`src/rtl/hilo_muldiv.sv`:
```
// HI/LO register pair with an iterative radix-2 multiply/divide engine.
// Serves MFHI/MFLO reads, MTHI/MTLO writes, and stalls EX while busy.
module hilo_muldiv #(
   parameter int ITER = 32
) (
   input  logic        clk,
   input  logic        rst_n,
   input  logic        hilo_write_en,
   input  logic [31:0] hi_write_data,
   input  logic [31:0] lo_write_data,
   output logic [31:0] hi_read_data,
   output logic [31:0] lo_read_data,
   input  logic        md_start,
   input  logic [1:0]  md_op,
   input  logic [31:0] md_operand_1,
   input  logic [31:0] md_operand_2,
   input  logic        md_cancel,
   output logic        md_busy,
   output logic        md_done
);

   typedef enum logic [1:0] {IDLE, RUN, DONE} state_t;

   state_t      state;
   state_t      state_nx;
   logic [31:0] hi;
   logic [31:0] lo;
   logic [1:0]  op;
   logic        dz;
   logic        neg_res;
   logic        neg_rem;
   logic [5:0]  cnt;
   logic [63:0] acc;
   logic [63:0] mcand;
   logic [31:0] qr;
   logic [31:0] rem;

   logic        sgn;
   logic        s1;
   logic        s2;
   logic [31:0] mag1;
   logic [31:0] mag2;
   logic        dz_start;
   logic        start_ok;
   logic        commit;
   logic [32:0] rem_sh;
   logic [32:0] rem_nx;
   logic        ge;
   logic [63:0] prod;
   logic [31:0] quo;
   logic [31:0] rmd;

   assign hi_read_data = hi;
   assign lo_read_data = lo;

   assign sgn      = ~md_op[0];
   assign s1       = sgn & md_operand_1[31];
   assign s2       = sgn & md_operand_2[31];
   assign mag1     = s1 ? -md_operand_1 : md_operand_1;
   assign mag2     = s2 ? -md_operand_2 : md_operand_2;
   assign dz_start = md_op[1] && (md_operand_2 == 32'd0);
   assign start_ok = (state == IDLE) && md_start && !md_cancel;
   assign commit   = (state == DONE) && !md_cancel;

   // Restoring divide step: remainder stays below the divisor, so 32 bits hold it.
   assign rem_sh = {rem, qr[31]};
   assign ge     = rem_sh >= {1'b0, mcand[31:0]};
   assign rem_nx = ge ? rem_sh - {1'b0, mcand[31:0]} : rem_sh;

   assign prod = neg_res ? -acc : acc;
   assign quo  = neg_res ? -qr : qr;
   assign rmd  = neg_rem ? -rem : rem;

   always_comb begin
      state_nx = state;
      md_busy  = 1'b1;
      md_done  = 1'b0;
      unique case (state)
         IDLE: begin
            md_busy = md_start & ~md_cancel;
            if (md_start)
               state_nx = dz_start ? DONE : RUN;
         end
         RUN: begin
            if (cnt == 6'(ITER - 1))
               state_nx = DONE;
         end
         DONE: begin
            md_done  = ~md_cancel;
            state_nx = IDLE;
         end
         default: state_nx = IDLE;
      endcase
      if (md_cancel)
         state_nx = IDLE;
   end

   always_ff @(posedge clk or negedge rst_n) begin
      if (!rst_n)
         state <= IDLE;
      else
         state <= state_nx;
   end

   always_ff @(posedge clk or negedge rst_n) begin
      if (!rst_n) begin
         hi      <= '0;
         lo      <= '0;
         op      <= '0;
         dz      <= 1'b0;
         neg_res <= 1'b0;
         neg_rem <= 1'b0;
         cnt     <= '0;
         acc     <= '0;
         mcand   <= '0;
         qr      <= '0;
         rem     <= '0;
      end else begin
         if (commit) begin
            if (dz) begin
               hi <= qr;
               lo <= 32'hFFFF_FFFF;
            end else if (!op[1]) begin
               hi <= prod[63:32];
               lo <= prod[31:0];
            end else begin
               hi <= rmd;
               lo <= quo;
            end
         end else if ((state == IDLE) && hilo_write_en) begin
            hi <= hi_write_data;
            lo <= lo_write_data;
         end

         if (start_ok) begin
            op      <= md_op;
            dz      <= dz_start;
            neg_res <= s1 ^ s2;
            neg_rem <= s1;
            cnt     <= '0;
            acc     <= '0;
            rem     <= '0;
            if (md_op[1]) begin
               mcand <= {32'd0, mag2};
               qr    <= dz_start ? md_operand_1 : mag1;
            end else begin
               mcand <= {32'd0, mag1};
               qr    <= mag2;
            end
         end else if (state == RUN) begin
            cnt <= cnt + 6'd1;
            if (!op[1]) begin
               if (qr[0])
                  acc <= acc + mcand;
               mcand <= mcand << 1;
               qr    <= qr >> 1;
            end else begin
               rem <= rem_nx[31:0];
               qr  <= {qr[30:0], ge};
            end
         end
      end
   end

endmodule

```
`config.mk`:
```
export PLATFORM = sky130hd
export DESIGN_NAME = hilo_muldiv
export DESIGN_NICKNAME = d
export VERILOG_FILES = /design/src/rtl/hilo_muldiv.sv
export SDC_FILE = /design/constraint.sdc
export NUM_CORES = 1
export LEC_CHECK = 0
export ABC_CLOCK_PERIOD_IN_PS = 7000
export CAP_MARGIN = 20
export CORE_ASPECT_RATIO = 1.75
export CORE_MARGIN = 2
export CORE_UTILIZATION = 55
export CTS_CLUSTER_SIZE = 30
export DETAILED_ROUTE_END_ITERATION = 10
export PLACE_DENSITY = 0.85
export SKIP_CTS_REPAIR_TIMING = 1
export SYNTH_ARGS = -nofsm -noshare
export SYNTH_HDL_FRONTEND = slang
export SYNTH_SLANG_ARGS = --single-unit
```
`constraint.sdc`:
```
create_clock -name clk -period 7 [get_ports clk]
set_clock_uncertainty 0.15 [all_clocks]
set_input_delay 1.4 -clock clk [delete_from_list [all_inputs] [get_ports clk]]
set_output_delay 1.4 -clock clk [all_outputs]
set_load 0.05 [all_outputs]
```
# [After elaboration in Yosys (flattened, before gate mapping)]
# Cells that the tools add are included.
[word_totals] regBits=269 latchBits=0 ramBits=0 romBits=0 out_inout_bits=66 memories=0
[classes] n_addsub=8 n_mul=0 n_div=0 order_cmp=1 eq_ne=6 shifts=0 n_mux=39 bitwise_logic=6 reduce_logical=16
[op_table] cell="2-to-1 mux 32 bit" count=22
[op_table] cell="2-to-1 mux 64 bit" count=8
[op_table] cell="negation 32 bit" count=4
[op_table] cell="adder 64 bit" count=1
[op_table] cell="negation 64 bit" count=1
[op_table] cell=">= comparator 33 x 32 -> 1 bit" count=1
[op_table] cell="logical NOT 32 bit" count=1
[op_table] cell="subtractor 32 bit" count=1
[op_table] cell="2-to-1 mux 6 bit" count=2
[op_table] cell="2-to-1 mux 2 bit" count=4
[op_table] cell="nonzero test 2 bit" count=4
[op_table] cell="adder 6 x 1 -> 6 bit (second input constant)" count=1
[op_table] cell="== test 6 x 5 -> 1 bit (second input constant)" count=1
[op_table] cell="!= test 3 bit (second input constant)" count=2
[op_table] cell="AND reduction 2 bit" count=3
[op_table] cell="logical AND 1 bit" count=5
[op_table] cell="one-hot mux 2 bit (2 select lines)" count=1
[op_table] cell="bitwise AND 1 bit" count=3
[op_table] cell="AND reduction 3 bit" count=1
[op_table] cell="== test 2 x 1 -> 1 bit (second input constant)" count=1
[op_table] cell="== test 2 bit (second input constant)" count=1
[op_table] cell="logical NOT 2 bit" count=1
[op_table] cell="2-to-1 mux 1 bit" count=2
[op_table] cell="!= test 2 x 1 -> 1 bit (second input constant)" count=1
[op_table] cell="other kinds (3)" count=4

# [Longest topological paths before layout]
[depth] ltp_word=6 ltp_mapped=14

# [Worst setup path after synthesis]
# Ideal clock, no wire load.
[synth_timing] kind="in2reg" from="input md_operand_1[15]" to="register mcand[29]" setup_time_ps=141 t_arrival_ps=3673 required_ps=6709 setup_slack_ps=3036 stages=10 path_buffers=0 path_cell_list="or4_1 -> or4_1 -> or3_4 -> nor3_2 -> nand2_1 -> o31ai_4 -> xor2_1 -> nor2_1 -> a211oi_1 -> a31oi_1"
[synth_via] elab_chain_len=4
[synth_lines] element="start: declaration" line_no="15" source="input logic [31:0] md_operand_1,"
[synth_lines] element="negation 32 bit" line_no="59" source="assign mag1 = s1 ? -md_operand_1 : md_operand_1;"
[synth_lines] element="2-to-1 mux 32 bit" line_no="59"
[synth_lines] element="2-to-1 mux 32 bit" line_no="143" source="if (md_op[1]) begin"
[synth_lines] element="2-to-1 mux 64 bit" line_no="135" source="if (start_ok) begin"
[synth_lines] element="end signal: assignment" line_no="144" source="mcand <= {32'd0, mag2};"
[synth_lines] element="end signal: assignment" line_no="147" source="mcand <= {32'd0, mag1};"
[synth_lines] element="end signal: assignment" line_no="155" source="mcand <= mcand << 1;"
[synth_lines] element="end: declaration" line_no="34" source="logic [63:0] mcand;"
# Every way passes these cells.
# A chain may end at the register's enable or synchronous reset.

# [Worst setup path after layout]
[layout_timing] from="input md_cancel" to="output md_done"
[layout_via] elab_chain_len=2
[layout_lines] element="start: declaration" line_no="17" source="input logic md_cancel,"
[layout_lines] element="NOT 1 bit" line_no="89" source="md_done = ~md_cancel;"
[layout_lines] element="2-to-1 mux 1 bit" line_no="78" source="unique case (state)"
[layout_lines] element="end: declaration" line_no="19" source="output logic md_done"
# Every way passes these cells.

==> metrics.txt <==
status=finished clean; crit share post-route=67.0%; Reg power frac=around 28%; Placeable Area=41000 sq um; # clock sinks=268; max_cap viols=0; post-layout util=between 60 and 70%; initial antenna violation count=7; final-stage net count=3216; I/O Pins=between 200 and 250; Core Rows=approximately 100; largest net degree at the start of global routing=128; Worst Tran Pin Value=1.24 ns; Synth Instances=about 3000; crit path time final=4.69 ns; syn avg cell area=7.82 sq um; RD Place Congestion=1.07; Pwr Density=443 nW/um^2; CTS clk-pin slew, worst paths=0.06 ns; Synth top cells by count=nand2_1, dfrtp_1, o21ai_0; synth top area cells=dfrtp_1, nand2_1, xnor2_1, ha_1, o21ai_0; Min-Delay Path Class=flip-flop to flip-flop; Die ar.=about 43000 sq um; cell taking the most area after synthesis=dfrtp_1; Hold Fails Final Rpt=0; Crit Path Max Fanout=4; maximum vdd drop=0.245 mV; vias per inst=~6.9; sequential-to-total area share from yosys stat=between 20% and 30%; Vias=24600; Clk pwr share=14.4%; RSZ-0062 raised after global routing=false; syn_nets=3165; GRT Total Usage=a little over two fifths; Post-synth top flop=dfrtp_1; Horiz. Die Dim=roughly 160 microns; Num CTS Buffers=28; Max Clk Rate=213 MHz; global route overflow=0; Critical Path AT=3.14 ns; async set-reset flop share out of synthesis=100%; synthesized area=between 20000 and 25000 sq um; leading cell type by number of instances after synthesis=nand2_1; Logic pwr share=around 58%; critical path required time=5.45 ns; Synth top area share=slightly below 30%; initial DRC count=3013; CP Class=input port to output pin; P_sw=6.15 mW; crit path capture type=output pin; remaining antenna violation count=0; Max Buffers Root-to-Sink=3; drt wl/cell=26.7 microns; Initial Util=55.9%; Routed WL=94.9 mm; share of layout cells above drive strength 1=4.77%; post-synth cell types=87; Pint=around 5.4 mW; Slew HR=16.4%; DP HPWL=71.3 mm; clock insertion delay at the later pin of the skew report=~0.6 ns; Synthesis Warnings=0; Die Y=roughly 270 microns; htree depth=1; I/O Buffers=200; WHS=0.332 ns; first-pass GRT wire length=141 mm; Slew Limit Fails=0; Sw Share=53.1%; CTS tree=yes; Post-synth EDFFs=0; Final setup viols=0; Root Driver=clkbuf_16; crit start category=input port; setup_tns=0 ns; LEAKAGE=11.0 nW; DR DRC count=0; Area Overhead vs Synth=14.0%; drt pass-1 iters=7; synthesis-stage register bit count=268; number of global-route vias before repair=23500
## cell families after synthesis
kind of cell               share of synthesized area, %
buffers and inverters                              4.92
muxes                                              2.73
adders and majority gates                          5.69
and+or+nand+nor                                    19.3
DFF                                                29.3
xor gates and xnor gates                           10.9
AOI/OAI and AO/OA                                  27.2
## per-layer routing
layer	vias to the layer above	wire length (microns)	GRT usage, %
met3	576	9050	10.6
met5	-	23	0
met1	11700	31700	47.0
met2	1529	43500	69.0
met4	4	10600	37.9
li1	10700	-	-
## critical path, cell delays in order
cell	delay [ns]
clkdlybuf4s50_1	0.46
nor2_1	0.15
nand2_2	0.17
inv_1	0.14
clkdlybuf4s50_1	0.82
## cells in the final DEF, fill, tap and decap left out, drive strengths merged, types with 24 or more instances in the layout
| cell | synthesis | routed |
|---|---|---|
| or4 | 24 | 24 |
| o211ai | 27 | 27 |
| o41ai | 29 | 29 |
| buf | 33 | 34 |
| or3 | 36 | 36 |
| ha | 101 | 101 |
| o21ai | 273 | 273 |
| nand2 | 392 | 392 |
| mux2i | 59 | 59 |
| a22o | 33 | 33 |
| nor3 | 51 | 51 |
| nand3 | 100 | 100 |
| nor4 | 24 | 24 |
| inv | 83 | 84 |
| xor2 | 137 | 137 |
| clkbuf | 178 | 33 |
| clkdlybuf4s50 | 0 | 198 |
| a21o | 48 | 48 |
| dfrtp | 268 | 268 |
| o31ai | 59 | 59 |
| nor2 | 214 | 214 |
| nand4 | 41 | 41 |
| a32oi | 28 | 28 |
| a21oi | 230 | 230 |
| a31oi | 54 | 54 |
| a211oi | 51 | 51 |
| xnor2 | 147 | 147 |
## path summary, 6_finish.rpt
kind                                  from               to  slack, ns  cells after the start
max                              md_cancel          md_done       2.31                      5
min                        lo_read_data[8]  lo_read_data[8]       0.33                      2
max reg2reg                        acc[34]          acc[57]       2.60                     11
min reg2reg                lo_read_data[8]  lo_read_data[8]       0.33                      2
max in group asynchronous            rst_n            qr[4]       4.57                      2
min in group asynchronous            rst_n        mcand[45]       0.60                      1
## registers in the layout, summed over array words and instances (netlist names)
| signal | cells |
|---|---|
| acc | 64 |
| mcand | 64 |
| hi_read_data | 32 |
| lo_read_data | 32 |
| qr | 32 |
| rem | 32 |
| cnt | 6 |
| state | 2 |
| dz | 1 |
| neg_rem | 1 |
| neg_res | 1 |
| op | 1 |
## final cells by class
| class | instances | area (sq um) |
|---|---|---|
| flip-flops and latches | 268 | 6710 |
| fillers | 3641 | 14900 |
| clock buffers | 33 | 749 |
| multi-input cells | 2365 | 15100 |
| inverters | 83 | 312 |
| clock inverters | 19 | 248 |
| well taps | 550 | 688 |
| diodes | 4 | 10.0 |
| repair buffers | 232 | 2260 |
## power groups by stage
stage / Sequential, mW / Combinational [mW] / Clock [mW]
finish: 3.21 / 6.70 / 1.67
global route: 3.19 / 7.16 / 1.72
CTS: 3.07 / 6.49 / 1.65
detailed placement: 3.10 / 6.45 / 0
global placement: 3.07 / 6.34 / 0
floorplan: 2.89 / 4.37 / 0
## metrics by stage
stage / total power, mW / cells / setup WS (ns) / cell area (sq um)
after floorplan: 7.26 / 2927 / 3.04 / 22900
after CTS: 11.2 / 3549 / 2.33 / 26100
after detailed placement: 9.55 / 3497 / 2.13 / 25100
after global routing: 12.1 / 3552 / 2.28 / 26100
final: 11.6 / 3554 / 2.31 / 26100
after global placement: 9.41 / 3497 / 2.11 / 25100
Power figures use the tool's default switching activity.
